==> src/rtl/simple_tx_mcdma_pkg.sv <==
`default_nettype none
//------------------------------------------------------------------
// simple_tx_mcdma_pkg : FSM state type, default sizes, round-robin pick
// Rev 1.0
//------------------------------------------------------------------
package simple_tx_mcdma_pkg;

  typedef enum logic [1:0] {
    ST_IDLE = 2'd0,
    ST_LOAD = 2'd1,
    ST_XFER = 2'd2,
    ST_DONE = 2'd3
  } state_t;

  localparam int C_NUM_CH      = 4;
  localparam int C_CH_W        = 2;
  localparam int C_ADDR_W      = 32;
  localparam int C_LEN_W       = 16;
  localparam int C_DATA_W      = 32;
  localparam int C_FIFO_DEPTH  = 8;
  localparam int C_STALL_LIMIT = 1024;
  localparam int C_MAX_CH      = 32;

  // First pending channel strictly after 'last' in circular order, -1 if none.
  function automatic int rr_next(input logic [C_MAX_CH-1:0] pending,
                                 input int last, input int num_ch);
    logic [4:0] idx;
    rr_next = -1;
    for (int k = C_MAX_CH; k >= 1; k--) begin
      idx = 5'((last + k) & (num_ch - 1));
      if (k <= num_ch && pending[idx]) rr_next = int'({27'd0, idx});
    end
  endfunction

endpackage
`default_nettype wire

==> src/rtl/simple_tx_mcdma_fifo.sv <==
`default_nettype none
//------------------------------------------------------------------
// simple_tx_mcdma_fifo : synchronous FIFO, show-ahead read port
// Rev 1.0
//------------------------------------------------------------------
module simple_tx_mcdma_fifo #(
  parameter int DATA_W = 32,
  parameter int DEPTH  = 8
) (
  input  logic                     clock,
  input  logic                     reset,
  input  logic                     push,
  input  logic [DATA_W-1:0]        push_data,
  input  logic                     pop,
  output logic [DATA_W-1:0]        pop_data,
  output logic [$clog2(DEPTH):0]   count,
  output logic                     full,
  output logic                     empty
);
  localparam int AW = $clog2(DEPTH);

  logic [DATA_W-1:0] r_mem [DEPTH];
  logic [AW-1:0]     r_wr_ptr;
  logic [AW-1:0]     r_rd_ptr;
  logic [AW:0]       r_count;
  logic              w_push_ok;
  logic              w_pop_ok;

  assign w_push_ok = push & ~full;
  assign w_pop_ok  = pop & ~empty;
  assign full      = (r_count == (AW+1)'(DEPTH));
  assign empty     = (r_count == '0);
  assign count     = r_count;
  assign pop_data  = r_mem[r_rd_ptr];

  always_ff @(posedge clock) begin
    if (reset) begin
      r_wr_ptr <= '0;
      r_rd_ptr <= '0;
      r_count  <= '0;
    end else begin
      if (w_push_ok) r_wr_ptr <= r_wr_ptr + 1'b1;
      if (w_pop_ok)  r_rd_ptr <= r_rd_ptr + 1'b1;
      case ({w_push_ok, w_pop_ok})
        2'b10:   r_count <= r_count + 1'b1;
        2'b01:   r_count <= r_count - 1'b1;
        default: ;
      endcase
    end
  end

  always_ff @(posedge clock) begin
    if (w_push_ok) r_mem[r_wr_ptr] <= push_data;
  end

endmodule
`default_nettype wire

==> src/rtl/simple_tx_mcdma_core.sv <==
`default_nettype none
//------------------------------------------------------------------
// simple_tx_mcdma_core : round-robin Tx multichannel DMA to AXI4-Stream
// Rev 1.0
//------------------------------------------------------------------
module simple_tx_mcdma_core
  import simple_tx_mcdma_pkg::*;
#(
  parameter int NUM_CH      = C_NUM_CH,
  parameter int CH_W        = C_CH_W,
  parameter int ADDR_W      = C_ADDR_W,
  parameter int LEN_W       = C_LEN_W,
  parameter int DATA_W      = C_DATA_W,
  parameter int FIFO_DEPTH  = C_FIFO_DEPTH,
  parameter int STALL_LIMIT = C_STALL_LIMIT
) (
  input  logic              clock,
  input  logic              reset,
  input  logic              cmd_valid,
  output logic              cmd_ready,
  input  logic [CH_W-1:0]   cmd_chan,
  input  logic [ADDR_W-1:0] cmd_addr,
  input  logic [LEN_W-1:0]  cmd_len,
  output logic              rd_req_valid,
  input  logic              rd_req_ready,
  output logic [ADDR_W-1:0] rd_req_addr,
  input  logic              rd_rsp_valid,
  input  logic [DATA_W-1:0] rd_rsp_data,
  output logic              m_axis_tvalid,
  input  logic              m_axis_tready,
  output logic [DATA_W-1:0] m_axis_tdata,
  output logic              m_axis_tlast,
  output logic [CH_W-1:0]   m_axis_tdest,
  output logic              done_valid,
  output logic [CH_W-1:0]   done_chan,
  output logic              busy,
  output logic              stall_block
);
  localparam int C_CNT_W = $clog2(FIFO_DEPTH) + 1;
  localparam int C_WD_W  = $clog2(STALL_LIMIT + 1);
  localparam logic [C_CNT_W:0]  C_DEPTH_V = (C_CNT_W+1)'(FIFO_DEPTH);
  localparam logic [C_WD_W-1:0] C_WD_MAX  = C_WD_W'(STALL_LIMIT);

  state_t             r_state, w_state_next;
  logic [NUM_CH-1:0]  r_pending;
  logic [ADDR_W-1:0]  r_slot_addr [NUM_CH];
  logic [LEN_W-1:0]   r_slot_len  [NUM_CH];
  logic [CH_W-1:0]    r_chan, r_last_ptr;
  logic [ADDR_W-1:0]  r_addr;
  logic [LEN_W-1:0]   r_len, r_issued, r_sent;
  logic [C_CNT_W-1:0] r_outstanding;
  logic [C_WD_W-1:0]  r_wd_cnt, w_wd_next;
  logic               r_stall;

  int                 w_grant_idx;
  logic               w_grant, w_cmd_fire, w_req_fire, w_rsp_take;
  logic               w_beat_fire, w_last_beat, w_credit, w_stalled;
  logic [CH_W-1:0]    w_grant_ch;
  logic [C_CNT_W-1:0] w_fifo_count;
  logic               w_fifo_full, w_fifo_empty;
  logic [DATA_W-1:0]  w_fifo_head;

  assign cmd_ready   = ~reset & ~r_pending[cmd_chan];
  assign w_cmd_fire  = cmd_valid & cmd_ready;
  assign w_grant_idx = rr_next(C_MAX_CH'(r_pending), int'(r_last_ptr), NUM_CH);
  assign w_grant     = (r_state == ST_IDLE) && (w_grant_idx >= 0);
  assign w_grant_ch  = w_grant_idx[CH_W-1:0];

  // Buffered plus in-flight words never exceed the FIFO, so responses always fit.
  assign w_credit     = ({1'b0, r_outstanding} + {1'b0, w_fifo_count}) < C_DEPTH_V;
  assign rd_req_valid = (r_state == ST_XFER) && (r_issued != r_len) && w_credit;
  assign rd_req_addr  = r_addr + ADDR_W'(r_issued);
  assign w_req_fire   = rd_req_valid & rd_req_ready;
  assign w_rsp_take   = rd_rsp_valid && (r_state == ST_XFER) && (r_outstanding != '0) && !w_fifo_full;

  assign m_axis_tvalid = (r_state == ST_XFER) && !w_fifo_empty;
  assign m_axis_tdata  = w_fifo_head;
  assign m_axis_tdest  = r_chan;
  assign w_last_beat   = (r_sent == r_len - 1'b1);
  assign m_axis_tlast  = m_axis_tvalid & w_last_beat;
  assign w_beat_fire   = m_axis_tvalid & m_axis_tready;

  simple_tx_mcdma_fifo #(.DATA_W(DATA_W), .DEPTH(FIFO_DEPTH)) u_fifo (
    .clock     (clock),
    .reset     (reset),
    .push      (w_rsp_take),
    .push_data (rd_rsp_data),
    .pop       (w_beat_fire),
    .pop_data  (w_fifo_head),
    .count     (w_fifo_count),
    .full      (w_fifo_full),
    .empty     (w_fifo_empty)
  );

  always_ff @(posedge clock) begin
    if (reset) r_state <= ST_IDLE;
    else       r_state <= w_state_next;
  end

  always_comb begin
    w_state_next = r_state;
    case (r_state)
      ST_IDLE: if (w_grant) w_state_next = ST_LOAD;
      ST_LOAD: w_state_next = (r_len == '0) ? ST_DONE : ST_XFER;
      ST_XFER: if (w_beat_fire && w_last_beat) w_state_next = ST_DONE;
      ST_DONE: w_state_next = ST_IDLE;
      default: w_state_next = ST_IDLE;
    endcase
  end

  always_comb begin
    done_valid = 1'b0;
    done_chan  = '0;
    busy       = (|r_pending) || (r_state != ST_IDLE);
    if (r_state == ST_DONE) begin
      done_valid = 1'b1;
      done_chan  = r_chan;
    end
  end

  always_ff @(posedge clock) begin
    if (reset) begin
      r_pending <= '0;
    end else begin
      for (int i = 0; i < NUM_CH; i++) begin
        if (w_cmd_fire && cmd_chan == CH_W'(i))     r_pending[i] <= 1'b1;
        else if (w_grant && w_grant_ch == CH_W'(i)) r_pending[i] <= 1'b0;
      end
    end
  end

  always_ff @(posedge clock) begin
    if (w_cmd_fire) begin
      r_slot_addr[cmd_chan] <= cmd_addr;
      r_slot_len[cmd_chan]  <= cmd_len;
    end
  end

  always_ff @(posedge clock) begin
    if (reset) begin
      r_chan        <= '0;
      r_last_ptr    <= CH_W'(NUM_CH - 1);
      r_addr        <= '0;
      r_len         <= '0;
      r_issued      <= '0;
      r_sent        <= '0;
      r_outstanding <= '0;
    end else begin
      if (w_grant) begin
        r_chan     <= w_grant_ch;
        r_last_ptr <= w_grant_ch;
        r_addr     <= r_slot_addr[w_grant_ch];
        r_len      <= r_slot_len[w_grant_ch];
        r_issued   <= '0;
        r_sent     <= '0;
      end else begin
        if (w_req_fire)  r_issued <= r_issued + 1'b1;
        if (w_beat_fire) r_sent   <= r_sent + 1'b1;
      end
      case ({w_req_fire, w_rsp_take})
        2'b10:   r_outstanding <= r_outstanding + 1'b1;
        2'b01:   r_outstanding <= r_outstanding - 1'b1;
        default: ;
      endcase
    end
  end

  // Watchdog: counts consecutive back-pressured cycles, saturating at the limit.
  assign w_stalled = m_axis_tvalid & ~m_axis_tready;
  always_comb begin
    w_wd_next = '0;
    if (w_stalled) w_wd_next = (r_wd_cnt == C_WD_MAX) ? r_wd_cnt : r_wd_cnt + 1'b1;
  end

  always_ff @(posedge clock) begin
    if (reset) begin
      r_wd_cnt <= '0;
      r_stall  <= 1'b0;
    end else begin
      r_wd_cnt <= w_wd_next;
      r_stall  <= (w_wd_next >= C_WD_MAX);
    end
  end
  assign stall_block = r_stall;

endmodule
`default_nettype wire

==> config.mk <==
export PLATFORM = sky130hd
export DESIGN_NAME = simple_tx_mcdma_core
export DESIGN_NICKNAME = d
export VERILOG_FILES = /design/src/rtl/simple_tx_mcdma_pkg.sv /design/src/rtl/simple_tx_mcdma_fifo.sv /design/src/rtl/simple_tx_mcdma_core.sv
export SDC_FILE = /design/constraint.sdc
export NUM_CORES = 1
export LEC_CHECK = 0
export ABC_AREA = 1
export CAP_MARGIN = 5
export CORE_MARGIN = 5
export CORE_UTILIZATION = 55
export DETAILED_ROUTE_END_ITERATION = 8
export PLACE_DENSITY = 0.76
export SKIP_CTS_REPAIR_TIMING = 1
export SYNTH_ARGS = -nofsm -noshare
export SYNTH_HDL_FRONTEND = slang
export SYNTH_SLANG_ARGS = --single-unit
==> constraint.sdc <==
create_clock -name clock -period 6.79 [get_ports clock]
set_clock_uncertainty 0.15 [all_clocks]
set_input_delay 1.358 -clock clock [delete_from_list [all_inputs] [get_ports clock]]
set_output_delay 1.358 -clock clock [all_outputs]
set_load 0.05 [all_outputs]
After elaboration in Yosys (flattened, before gate mapping)
Memory sizes are Yosys's and may differ from the RTL's. A register that Yosys moved wholly into a read port is not among the register bits.
Index checks and enable logic that the tools add are counted.
{"block": "word_totals", "ff_bits": 68, "mem_bits_rw": 448, "inputBits": 88, "output_inout_bits": 75, "wordCells": 147, "memories": 3}
{"block": "classes", "n_addsub": 16, "order_cmp": 8, "n_eq_ne": 19, "n_mux": 38, "n_bitwise": 13, "reduce_logical": 35}
{"name": "u_fifo.r_mem", "depth": 8, "word_bits": 32, "read_ports": 1, "rd_ports_with_merged_regs": 1, "write_ports": 1, "line_no": "simple_tx_mcdma_fifo.sv:22", "rtl": "logic [DATA_W-1:0] r_mem [DEPTH];"}
{"name": "r_slot_addr", "depth": 4, "word_bits": 32, "read_ports": 1, "rd_ports_with_merged_regs": 1, "write_ports": 1, "line_no": "simple_tx_mcdma_core.sv:46", "rtl": "logic [ADDR_W-1:0] r_slot_addr [NUM_CH];"}
{"name": "r_slot_len", "depth": 4, "word_bits": 16, "read_ports": 1, "rd_ports_with_merged_regs": 1, "write_ports": 1, "line_no": "simple_tx_mcdma_core.sv:47", "rtl": "logic [LEN_W-1:0] r_slot_len [NUM_CH];"}
{"op": "$mux 32", "count": 4}
{"op": "$add 16x1->16 const B", "count": 2}
{"op": "$add 32x16->32", "count": 1}
{"op": "$ge 32x1->1 const B", "count": 1}
{"op": "$lt 2x6->1 const B", "count": 4}
{"op": "$mux 11", "count": 2}
{"op": "$mux 1", "count": 19}
{"op": "$eq 16x16->1", "count": 1}
{"op": "$eq 2x2->1 const B", "count": 8}
{"op": "$logic_and 1x1->1", "count": 16}
{"op": "$logic_not 16->1", "count": 1}
{"op": "$ne 16x16->1", "count": 1}
{"op": "$pmux 4 s2", "count": 2}
{"op": "$sub 16x1->16 const B", "count": 1}
{"op": "$reduce_bool 2->1", "count": 7}
{"op": "$add 11x1->11 const B", "count": 1}
{"op": "$eq 11x11->1 const B", "count": 1}
{"op": "$ge 11x11->1 const B", "count": 1}
{"op": "$bmux 1 s2", "count": 5}
{"op": "$eq 2x1->1 const B", "count": 5}
{"op": "$add 4x1->4 const B", "count": 2}
{"op": "$and 1x1->1", "count": 8}
{"op": "$pmux 2 s4", "count": 1}
{"op": "$sub 4x1->4 const B", "count": 2}
{"op": "other kinds (20)", "count": 33}

Logic depth before layout (Yosys ltp)
Gate-level depths: netlist of run 1.
{"block": "depth", "word_depth": 12, "depth_mapped": 20, "depth_no_buf": 18}

Modules after synthesis
From an unflattened synthesis of run 1, not the netlist that was laid out.
{"block": "unflattened", "hier_cells": 2346, "hier_area_um2": 24701.2}
{"module": "simple_tx_mcdma_core", "instances": 1, "cells_per_inst": 1530, "area_each_um2": 14071.0}
{"module": "simple_tx_mcdma_fifo", "instances": 1, "cells_per_inst": 816, "area_each_um2": 10630.2}

Worst setup path after synthesis of run 1
No wires, ideal clock.
{"block": "synth_path", "kind": "input-to-reg", "startpoint": "input port reset", "endpoint": "memory r_slot_addr[0][0] in the netlist's numbering (enable)", "setup_ns": 0.516, "arrival_ns": 6.454, "required_time_ns": 6.124, "setup_slack_ns": -0.329, "path_stages": 4, "path_buffers": 1, "cell_sequence": "clkbuf_1 > a211oi_1 > nand2_1 > nor3_1"}
{"block": "synth_via", "elab_chain_cells": 5}
{"element": "start, declared", "line_no": "simple_tx_mcdma_core.sv:18", "rtl": "input logic reset,"}
{"element": "$not 1->1", "line_no": "simple_tx_mcdma_core.sv:63", "rtl": "assign cmd_ready = ~reset & ~r_pending[cmd_chan];"}
{"element": "$and 1x1->1", "line_no": "simple_tx_mcdma_core.sv:63"}
{"element": "named net cmd_ready", "line_no": "simple_tx_mcdma_core.sv:20", "rtl": "output logic cmd_ready,"}
{"element": "$and 1x1->1", "line_no": "simple_tx_mcdma_core.sv:64", "rtl": "assign w_cmd_fire = cmd_valid & cmd_ready;"}
{"element": "$mux 1", "line_no": "simple_tx_mcdma_core.sv:133", "rtl": "if (w_cmd_fire) begin"}
{"element": "$mux 1 (implied by the code)", "line_no": "simple_tx_mcdma_core.sv:134", "rtl": "r_slot_addr[cmd_chan] <= cmd_addr;"}
{"element": "end, declared", "line_no": "simple_tx_mcdma_core.sv:46"}
The timed path passes the listed nets, and every way through them passes these cells.

Final worst setup path of run 1
{"block": "layout_path", "startpoint": "register r_issued[0]", "endpoint": "output port rd_req_addr[26]"}
{"block": "layout_via", "elab_chain_cells": 1}
{"element": "start, declared", "line_no": "simple_tx_mcdma_core.sv:50", "rtl": "logic [LEN_W-1:0] r_len, r_issued, r_sent;"}
{"element": "start signal, assigned", "line_no": "simple_tx_mcdma_core.sv:157", "rtl": "if (w_req_fire) r_issued <= r_issued + 1'b1;"}
{"element": "$add 32x16->32", "line_no": "simple_tx_mcdma_core.sv:72", "rtl": "assign rd_req_addr = r_addr + ADDR_W'(r_issued);"}
{"element": "end, declared", "line_no": "simple_tx_mcdma_core.sv:26", "rtl": "output logic [ADDR_W-1:0] rd_req_addr,"}
Every way passes these cells.

==> impl_results.md, run 1 <==
- Achievable Freq: roughly 0.17 GHz
- P_leak: ~10 nW
- Area grow syn2layout: 16.7%
- Min Hold Slack: 0.325 ns
- Yosys reg bits: 566
- Final setup violation count: 0
- Fin. Hold Viols: 0
- Average cell area after synthesis: between 10 and 15 um2
- Routed WL: around 60,000 um
- Initial antenna violation count: 11
- Gpl congestion: roughly 0.88
- Worst setup EP type: output pin
- All-Layer GR Usage: 0.238
- Die Wd: around 220 um
- Core area: 0.0440 mm2
- Max-Cap Viols: 0
- Placed cell area: about 0.027 mm2
- CP Launch Type: register
- Via count: around 18k
- Detail Route Antenna Nets: 0
- Starting Density: 0.554
- Routed WL per cell: roughly 19 um
- Nets: roughly 2.6k
- Syn Inst Count: 2,358
- Top cell type's share of synthesized area: 0.552
- Max clock buf depth: 3
- DR iter-0 viols: 1,671
- EDFF count, synth: between 400 and 500
- H-tree level count: 2
- Clock network power share: 0.363
- Switching Fraction: 0.290
- Vias in the first global route: around 17k
- TNS Setup: 0 ns
- Fin area: about 0.028 mm2
- Total power: a little under 9 mW
- Vias per inst: ~5.7
- Sw Pwr: about 2.5 mW
- Final Util: 0.646
- CTS sink cnt: 566
- Leading register cell type out of synthesis: edfxtp_1
- Num rows: 77
- RSZ-0062 raised after global routing: false
- Combinational share of power: 0.180
- Hold depth: 2
- HP Class: reg -> reg
- TritonRoute pass-1 iters: 5
- Num ports: roughly 160
- Critical Path RT: ~5.3 ns
- Outcome: finished, final reports clean
- I/O Buffers: 162
- Seq/Total Area, Yosys: 0.649
- Final period util: 0.846
- Clock transition at path regs: ~0.06 ns
- Largest net degree at the start of global routing: approximately 100
- Crit-path max FO: 8
- Final Max Tran Viols: 0
- Die area: 0.0486 mm2
- Reg2reg path depth: 16
- Global route total overflow: 0
- Drc violations: 0
- Final Non-Filler Cells: 3,138
- Clock Latency Late Sink: ~0.63 ns
- DP HPWL: about 34,000 um
- Int Power: roughly 6.1 mW
- Root buffer cell: clkbuf_16
- First-pass GRT wire length: a little over 90,000 um
- Post-layout minimum cycle time: 5.75 ns
- Peak VDD IR: just over 200 uV
- Dpl cells: between 3k and 4k
- Reg power frac: 0.457
- Final setup margin: about 1.0 ns
- Die Height: between 200 and 250 um
- Synth cell types: between 40 and 50
- Layout cells sized above 1: 0.0554
- Slew HR: 0.184
- WP data arrival: 4.24 ns
- Crit Path Class: reg -> out
- DP Worst Slack: ~1.7 ns
- CTS tree: yes
- Dominant cell type by area after synthesis: edfxtp_1
- Largest cells by area after synthesis: edfxtp_1 55%, dfxtp_1 9.7%, nor2_1 6.7%, nand2_1 5.5%, o21ai_0 4.2%
- Synthesized net count: between 2k and 2.5k
- Ys async rst share: 0
- Worst-Margin Slew: approximately 1.2 ns
- YS warnings: 0
- Synthesized cell area: between 0.02 and 0.025 mm2
- Power Dens Cells: approximately 300 mW/mm2
- Num CTS Buffers: 56
synthesized netlist by cell type (5+ instances only):
cell and count:
a21oi_1 74, a31oi_1 38, xnor2_1 26, nor2_1 438, nand3b_1 8, dfxtp_1 118
buf_4 5, edfxtp_1 448, xor2_1 47, o21ai_0 206, o22ai_1 33, nand3_1 204
clkbuf_1 68, nand4_1 21, inv_1 119, buf_1 13, ha_1 37, nor3_1 30
nand2_1 359, nor4_1 8, buf_2 19
worst paths after layout:
kind / from / to / slack, ns
worst max-delay path: r_issued[0] / rd_req_addr[26] / 1.04
worst min-delay path: u_fifo.r_rd_ptr[2] / register / 0.32
worst max register to register: u_fifo.count[1] / r_outstanding[3] / 2.47
worst min register to register: u_fifo.r_rd_ptr[2] / register / 0.32
final cells by class:
| class | instances | area, um2 |
|---|---|---|
| fill | 3341 | 15600 |
| clock buffer | 73 | 1500 |
| clock inverter | 33 | 390 |
| tap | 592 | 741 |
| inverter | 123 | 462 |
| antenna | 2 | 5.00 |
| sequential | 566 | 15800 |
| multi-input combinational | 1561 | 7730 |
| timing repair buffer | 188 | 1820 |
critical path, cell delays in order, from the launching register on:
cell and delay, ns:
dfxtp_1 0.48, ha_1 0.22, inv_1 0.05, fa_1 0.40, o21ai_0 0.48, nand3_1 0.13
nand2_1 0.14, nand3_1 0.08, nand2_1 0.13, a21oi_1 0.19, nor2_1 0.25, nand2_1 0.11
xnor2_1 0.15, clkdlybuf4s50_1 0.82
metal layers:
metal,routed length (um),GRT usage
met2,27600,0.382
met1,24300,0.323
met5,113,0
met4,1870,0.0821
met3,4760,0.0561
logic make-up after synthesis:
logic type / count (synthesis) / synth area share
AND/OR/NAND/NOR: 1084 / 0.186
flip-flops: 566 / 0.649
AO/OA/AOI/OAI: 364 / 0.0797
XOR/XNOR: 73 / 0.0262
buffers and inverters: 231 / 0.0382
adder cells (fa/ha/maj): 40 / 0.0214
state kept, by name, indices dropped and copies added (netlist names), named ones only:
name,flops
u_fifo.r_mem,256
r_issued,16
u_fifo.r_rd_ptr,3
stall_block,1
r_outstanding,4
u_fifo.count,4
r_len,16
u_fifo.r_wr_ptr,3
r_state,2
r_slot_addr,128
m_axis_tdest,2
r_addr,32
r_sent,16
r_wd_cnt,10
r_last_ptr,2
r_slot_len,64
r_pending,4
cell usage in the layout, fill, tap and decap left out, types with 7 or more instances in the layout:
cell	n
a21oi_1	74
a31oi_1	37
buf_4	26
bufinv_16	7
clkbuf_1	14
clkbuf_16	56
clkdlybuf4s50_1	162
clkinv_1	10
clkinv_2	11
dfxtp_1	116
edfxtp_1	448
ha_1	37
inv_1	118
nand2_1	359
nand3_1	204
nand3b_1	8
nand4_1	21
nor2_1	430
nor2_4	10
nor3_1	26
nor4_1	8
o21ai_0	206
o22ai_1	33
xnor2_1	26
xor2_1	47
power groups by stage:
stage	clock [mW]	sequential, mW	combinational [mW]
finish	3.15	3.96	1.56
global route	3.35	3.96	1.72
floorplan	0	3.99	1.08
global placement	0	4.03	1.51
CTS	3.20	3.95	1.56
detailed placement	0	4.03	1.54
No activity file was read; power rests on OpenSTA's default activity.
==> run 2: changes to the inputs <==
==> constraint.sdc (replaced) <==
create_clock -name clock -period 5.85 [get_ports clock]
set_clock_uncertainty 0.15 [all_clocks]
set_input_delay 1.17 -clock clock [delete_from_list [all_inputs] [get_ports clock]]
set_output_delay 1.17 -clock clock [all_outputs]
set_load 0.05 [all_outputs]
==> run 2 against run 1 <==
  * Non-clock buffer count rose by 2
  * First-iteration DRC count fell by 1.7%
  * Clock power increased by 6%
  * Via count down 1.3%
  * Sequential power rose by 16%
  * Critical path depth unchanged
  * Core utilization fell by 0.43 points
  * Flip-flop and latch count did not move
  * Sequential share of layout area rose by 0.37 points
  * Clock-buffer cell count fell by 2
  * Cell area down 0.66%
  * Global-route usage down 0.16 points
  * Critical endpoint is now rd_req_addr[30]
==> impl_results.md, run 2 (same netlist as run 1, synthesis figures left out) <==
- TritonRoute pass-1 iters: 5
- Worst Setup SP: r_issued[0]
- CP endpoint: rd_req_addr[30]
- Max-Cap Viols: 0
- Max incr delay on CP: approximately 0.83 ns
- # diodes: 0
- Worst setup EP type: output pin
- Most repeated library cell on the critical path: nand2_1
- Vias per inst: around 5.6
- Power Dens Cells: 344 mW/mm2
- H-tree level count: 2
- Achievable Freq: around 0.18 GHz
- Final Non-Filler Cells: between 3k and 4k
- Most common cell after layout, fill and taps aside: edfxtp_1
- Clock transition at path regs: ~0.06 ns
- Reg2Reg Capture Point: r_outstanding[3]
- Die Height: between 200 and 250 um
- Final period util: 0.946
- Starting Density: 0.554
- CTS tree: yes
- Min Hold Slack: 0.337 ns
- Core area: 0.0440 mm2
- Root buffer cell: clkbuf_16
- Worst-Margin Slew: approximately 1.2 ns
- Outcome: finished, final reports clean
- Drc violations: 0
- CP max stage cell: clkdlybuf4s50_1
- WP data arrival: about 4.2 ns
- Die Wd: 221 um
- Commonest non-fill, non-tap cells in the layout: 448 x edfxtp_1, 430 x nor2_1, 359 x nand2_1
- P_leak: approximately 10 nW
- Crit Path Class: reg -> out
- Nets: between 2k and 3k
- CTS sink cnt: between 500 and 600
- Clock Latency Late Sink: 0.61 ns
- First-pass GRT wire length: around 91,000 um
- Via count: approximately 18k
- Global route total overflow: 0
- DP Worst Slack: between 0.9 and 1 ns
- Total power: 9.73 mW
- Fillers: between 3k and 4k
- Peak VDD IR: 347 uV
- Num CTS Buffers: 54
- Final setup margin: between 0.3 and 0.4 ns
- Final setup violation count: 0
- Routed WL per cell: approximately 19 um
- Die area: 0.0486 mm2
- Dpl cells: 3,032
- RR Startpoint: u_fifo.count[1]
- Area grow syn2layout: 15.9%
- Num rows: a little under 80
- Vias in the first global route: approximately 17k
- DR iter-0 viols: about 1.6k
- Cell Chain, Critical Path: ha_1, inv_1, fa_1, o21ai_0, nand3_1, nand2_1, nand3_1, nand2_1, a21oi_1, nor2_1, nand2_1, xnor2_1, clkdlybuf4s50_1
- Flip-flop count of the largest register after layout: 256
- HP Class: reg -> reg
- Num ports: ~160
- Initial antenna violation count: 7
- Gpl congestion: between 0.8 and 0.9
- Final Util: 0.642
- Critical Path RT: 4.53 ns
- Top reg by flops: u_fifo.r_mem
- I/O Buffers: about 160
- Slew HR: 0.195
- Reg2reg path depth: 16
- Detail Route Antenna Nets: 0
- CP Launch Type: register
- Largest regs: u_fifo.r_mem (256), r_slot_addr (128), r_slot_len (64)
- Final Max Tran Viols: 0
- Max clock buf depth: 3
- Routed WL: 58,300 um
- Fin. Hold Viols: 0
- RSZ-0062 raised after global routing: false
- Crit-path max FO: 8
- Layout cells sized above 1: 0.0519
- All-Layer GR Usage: 0.236
- Post-layout minimum cycle time: 5.53 ns
- Largest net degree at the start of global routing: 98
- DP HPWL: about 35,000 um
- Worst R2R Setup Slack: 1.58 ns
[run 2: cell types whose count changed in the layout (fill, tap and decap cells not counted), moves of 2 or more]
cell / previous run / this run
clkinv_1: 10 / 16
clkbuf_8: 3 / 1
clkinv_2: 11 / 8
bufinv_16: 7 / 3
diode_2: 2 / 0
buf_4: 26 / 28
[run 2: per-layer routing]
metal,vias to the layer above,global-route usage,part of all wire
met1,8355,0.328,0.42
li1,8458,-,-
met2,651,0.383,0.48
met5,-,0,0.0013
met3,107,0.0505,0.076
met4,12,0.0657,0.022
[run 2: how the worst min path moves through the flow]
stage / start / endpoint / slack (ns) / cells past startpoint
floorplan: u_fifo.r_rd_ptr[2] / register / 0.28 / 2
global placement: u_fifo.r_rd_ptr[2] / u_fifo.r_rd_ptr[2] / 0.29 / 2
detailed placement: m_axis_tdest[1] / m_axis_tdest[1] / 0.33 / 2
CTS: m_axis_tdest[1] / m_axis_tdest[1] / 0.34 / 2
global route: u_fifo.r_rd_ptr[1] / register / 0.35 / 2
finish: m_axis_tdest[0] / m_axis_tdest[0] / 0.34 / 2
[run 2: per-stage QoR]
stage | instance area (um2) | setup TNS [ns]
2_1_floorplan | 24400 | -210.96
3_3_place_gp | 26600 | 0
3_5_place_dp | 26600 | 0
4_1_cts | 28300 | 0
5_1_grt | 28300 | 0
6_report | 28300 | 0
[run 2: power breakdown]
part           switching, mW  internal [mW]  total, mW  leakage, nW
registers              0.132           4.46       4.60         5.00
logic                   1.26          0.548       1.80         4.06
clock network           1.45           1.88       3.33        0.823
total                   2.84           6.89       9.73         9.89
[run 2: layout make-up]
cell class	instances	area, um2	area share
clock inverter	31	240	0.00850
sequential	566	15800	0.560
timing repair buffer	190	1830	0.0648
multi-input combinational	1561	7730	0.273
clock buffer	71	1450	0.0512
inverter	123	462	0.0163
tap	592	741	0.0262
[run 2: worst max-delay path: cells and delay by family (launching register included)]
family                     cells  cell delay (ns)
and+or+nand+nor                6             0.81
AOI/OAI and AO/OA              2             0.67
DFF                            1             0.47
xor gates and xnor gates       1             0.15
buffers and inverters          2             0.89
adders and majority gates      2             0.62
==> run 3: changes to the inputs <==
--- a/config.mk
+++ b/config.mk
@@ -7,10 +7,10 @@
 export LEC_CHECK = 0
 export ABC_AREA = 1
 export CAP_MARGIN = 5
-export CORE_MARGIN = 5
-export CORE_UTILIZATION = 55
+export CORE_MARGIN = 2
+export CORE_UTILIZATION = 45
 export DETAILED_ROUTE_END_ITERATION = 8
-export PLACE_DENSITY = 0.76
+export PLACE_DENSITY = 0.65
 export SKIP_CTS_REPAIR_TIMING = 1
 export SYNTH_ARGS = -nofsm -noshare
 export SYNTH_HDL_FRONTEND = slang
==> run 3 against run 2 <==
  * Global-route usage shrank 2.8 points
  * First-iteration DRC count shrank 12%
  * Worst setup slack gained 0.14 ns
  * Critical path depth is the same
  * Register-to-register slack is essentially flat
  * Critical path type unchanged
  * Non-clock buffer count grew 4
  * Critical endpoint is now rd_req_addr[26]
  * Highest routed layer unchanged
  * Via count shrank 0.96%
  * Hold slack lost 0.010 ns
==> impl_results.md, run 3 (same netlist as run 1, synthesis figures left out) <==
- Outcome: finished, final reports clean
- Final Util: 0.533
- Fillers: between 4k and 5k
- HP Class: reg -> reg
- Crit Path Class: reg -> out
- Commonest non-fill, non-tap cells in the layout: 448 x edfxtp_1, 430 x nor2_1, 359 x nand2_1
- Layout cells sized above 1: 0.0599
- Vias in the first global route: between 15k and 20k
- CTS sink cnt: 566
- Slew HR: 0.255
- Peak VDD IR: roughly 240 uV
- Drc violations: 0
- CP max stage cell: clkdlybuf4s50_1
- Vias per inst: approximately 5.4
- Worst Hold Path EP: u_fifo.r_rd_ptr[2]
- Flip-flop count of the largest register after layout: ~260
- All-Layer GR Usage: 0.209
- Switching Fraction: 0.296
- Clock Latency Late Sink: approximately 0.63 ns
- Final setup violation count: 0
- Reg power frac: 0.463
- TritonRoute pass-1 iters: 5
- Worst Hold Launch: u_fifo.r_rd_ptr[2]
- Max incr delay on CP: ~0.82 ns
- Hold depth: 2
- Final Max Tran Viols: 0
- Worst Setup SP: r_issued[0]
- Routed WL per cell: 18.3 um
- Nets: around 2.6k
- DR iter-0 viols: 1,444
- Routed WL: roughly 60,000 um
- First-pass GRT wire length: roughly 90,000 um
- Critical Path RT: around 4.5 ns
- Sw Pwr: approximately 3.0 mW
- Initial antenna violation count: 5
- Top reg by flops: u_fifo.r_mem
- Num CTS Buffers: 58
- Clock transition at path regs: 0.06 ns
- Reg2reg path depth: 16
- Die Height: ~240 um
- CTS tree: yes
- Worst R2R Setup Slack: roughly 1.6 ns
- Cell Chain, Critical Path: ha_1, inv_1, fa_1, o21ai_0, nand3_1, nand2_1, nand3_1, nand2_1, a21oi_1, nor2_1, nand2_1, xnor2_1, clkdlybuf4s50_1
- Crit-path max FO: 8
- Via count: ~17k
- P_leak: between 9 and 10 nW
- Largest net degree at the start of global routing: a little under 80
- Max clock buf depth: 3
- Detail Route Antenna Nets: 0
- TNS Setup: 0 ns
- RR Startpoint: u_fifo.count[1]
- H-tree level count: 2
- Most repeated library cell on the critical path: nand2_1
- CP Launch Type: register
- Final period util: 0.922
- Num rows: 85
- Die Wd: 237 um
- Num ports: around 160
- WP data arrival: about 4.1 ns
- Fin area: about 0.029 mm2
- Worst setup EP type: output pin
- Reg2Reg Capture Point: r_outstanding[3]
- Fin. Hold Viols: 0
- DP HPWL: roughly 37,000 um
- I/O Buffers: ~160
- Largest regs: u_fifo.r_mem (256), r_slot_addr (128), r_slot_len (64)
- Max-Cap Viols: 0
- Most common cell after layout, fill and taps aside: edfxtp_1
- RSZ-0062 raised after global routing: false
- Achievable Freq: 0.185 GHz
- Root buffer cell: clkbuf_16
- Int Power: between 7 and 8 mW
- Combinational share of power: 0.179
- Area grow syn2layout: 17.5%
- Power Dens Cells: ~350 mW/mm2
- Placed cell area: roughly 0.027 mm2
- Post-layout minimum cycle time: about 5.4 ns
- Starting Density: 0.454
- Core area: 0.0537 mm2
- Gpl congestion: 0.869
- Worst-Margin Slew: 1.12 ns
- Clock network power share: 0.359
- Die area: roughly 0.056 mm2
- Global route total overflow: 0
run 3: changes by cell type in the layout (fill, tap and decap cells not counted), sizes merged:
cell,previous run,this run
buf,28,32
bufinv,3,4
clkbuf,71,70
clkinv,25,30
clkinvlp,1,5
diode,0,4
inv,125,123
run 3: worst max path at each step:
stage | end | slack [ns] | cells after the start
finish | rd_req_addr[26] | 0.46 | 13
global route | rd_req_addr[26] | 0.18 | 13
CTS | rd_req_addr[26] | 0.43 | 13
detailed placement | rd_req_addr[26] | 1.09 | 13
global placement | rd_req_addr[30] | 1.16 | 13
floorplan | r_slot_addr[0][0] | -1.08 | 4
run 3: routing by layer:
metal / GRT usage / routed length, um / vias to the layer above
met1: 0.287 / 26400 / 8388
li1: - / - / 8467
met2: 0.338 / 28000 / 461
met4: 0.0660 / 1460 / 2
met3: 0.0370 / 3750 / 96
met5: 0 / 11 / -
run 3: critical path: cells and delay by family (launching register included):
family | cells | cell delay (ns)
fa+ha+maj | 2 | 0.62
buf+inv | 2 | 0.88
xor+xnor | 1 | 0.16
compound gates | 2 | 0.59
simple gates | 6 | 0.74
flops | 1 | 0.48
run 3: stage by stage:
stage	hold slack [ns]	total power, mW	setup slack (ns)	std cells
2_1_floorplan	0.283	5.89	-1.08	2358
3_3_place_gp	0.311	6.47	1.16	3140
3_5_place_dp	0.327	6.50	1.09	3140
4_1_cts	0.336	10.1	0.434	3249
5_1_grt	0.362	10.4	0.181	3252
6_report	0.327	10.0	0.459	3253
run 3: final cells by class:
| cell class | instances | area, um2 | share of cell area |
|---|---|---|---|
| tap | 696 | 871 | 0.0304 |
| antenna | 4 | 10.0 | 0.000349 |
| clock buffer | 70 | 1510 | 0.0528 |
| clock inverter | 39 | 363 | 0.0127 |
| sequential | 566 | 15800 | 0.552 |
| multi-input combinational | 1561 | 7730 | 0.270 |
| inverter | 123 | 462 | 0.0161 |
| timing repair buffer | 194 | 1870 | 0.0654 |
run 3: power by group through the flow:
stage	Clock [mW]	Sequential, mW	Combinational [mW]
detailed placement	0	4.71	1.79
CTS	3.65	4.62	1.80
global route	3.82	4.64	1.97
finish	3.59	4.63	1.79
global placement	0	4.70	1.76
floorplan	0	4.63	1.26
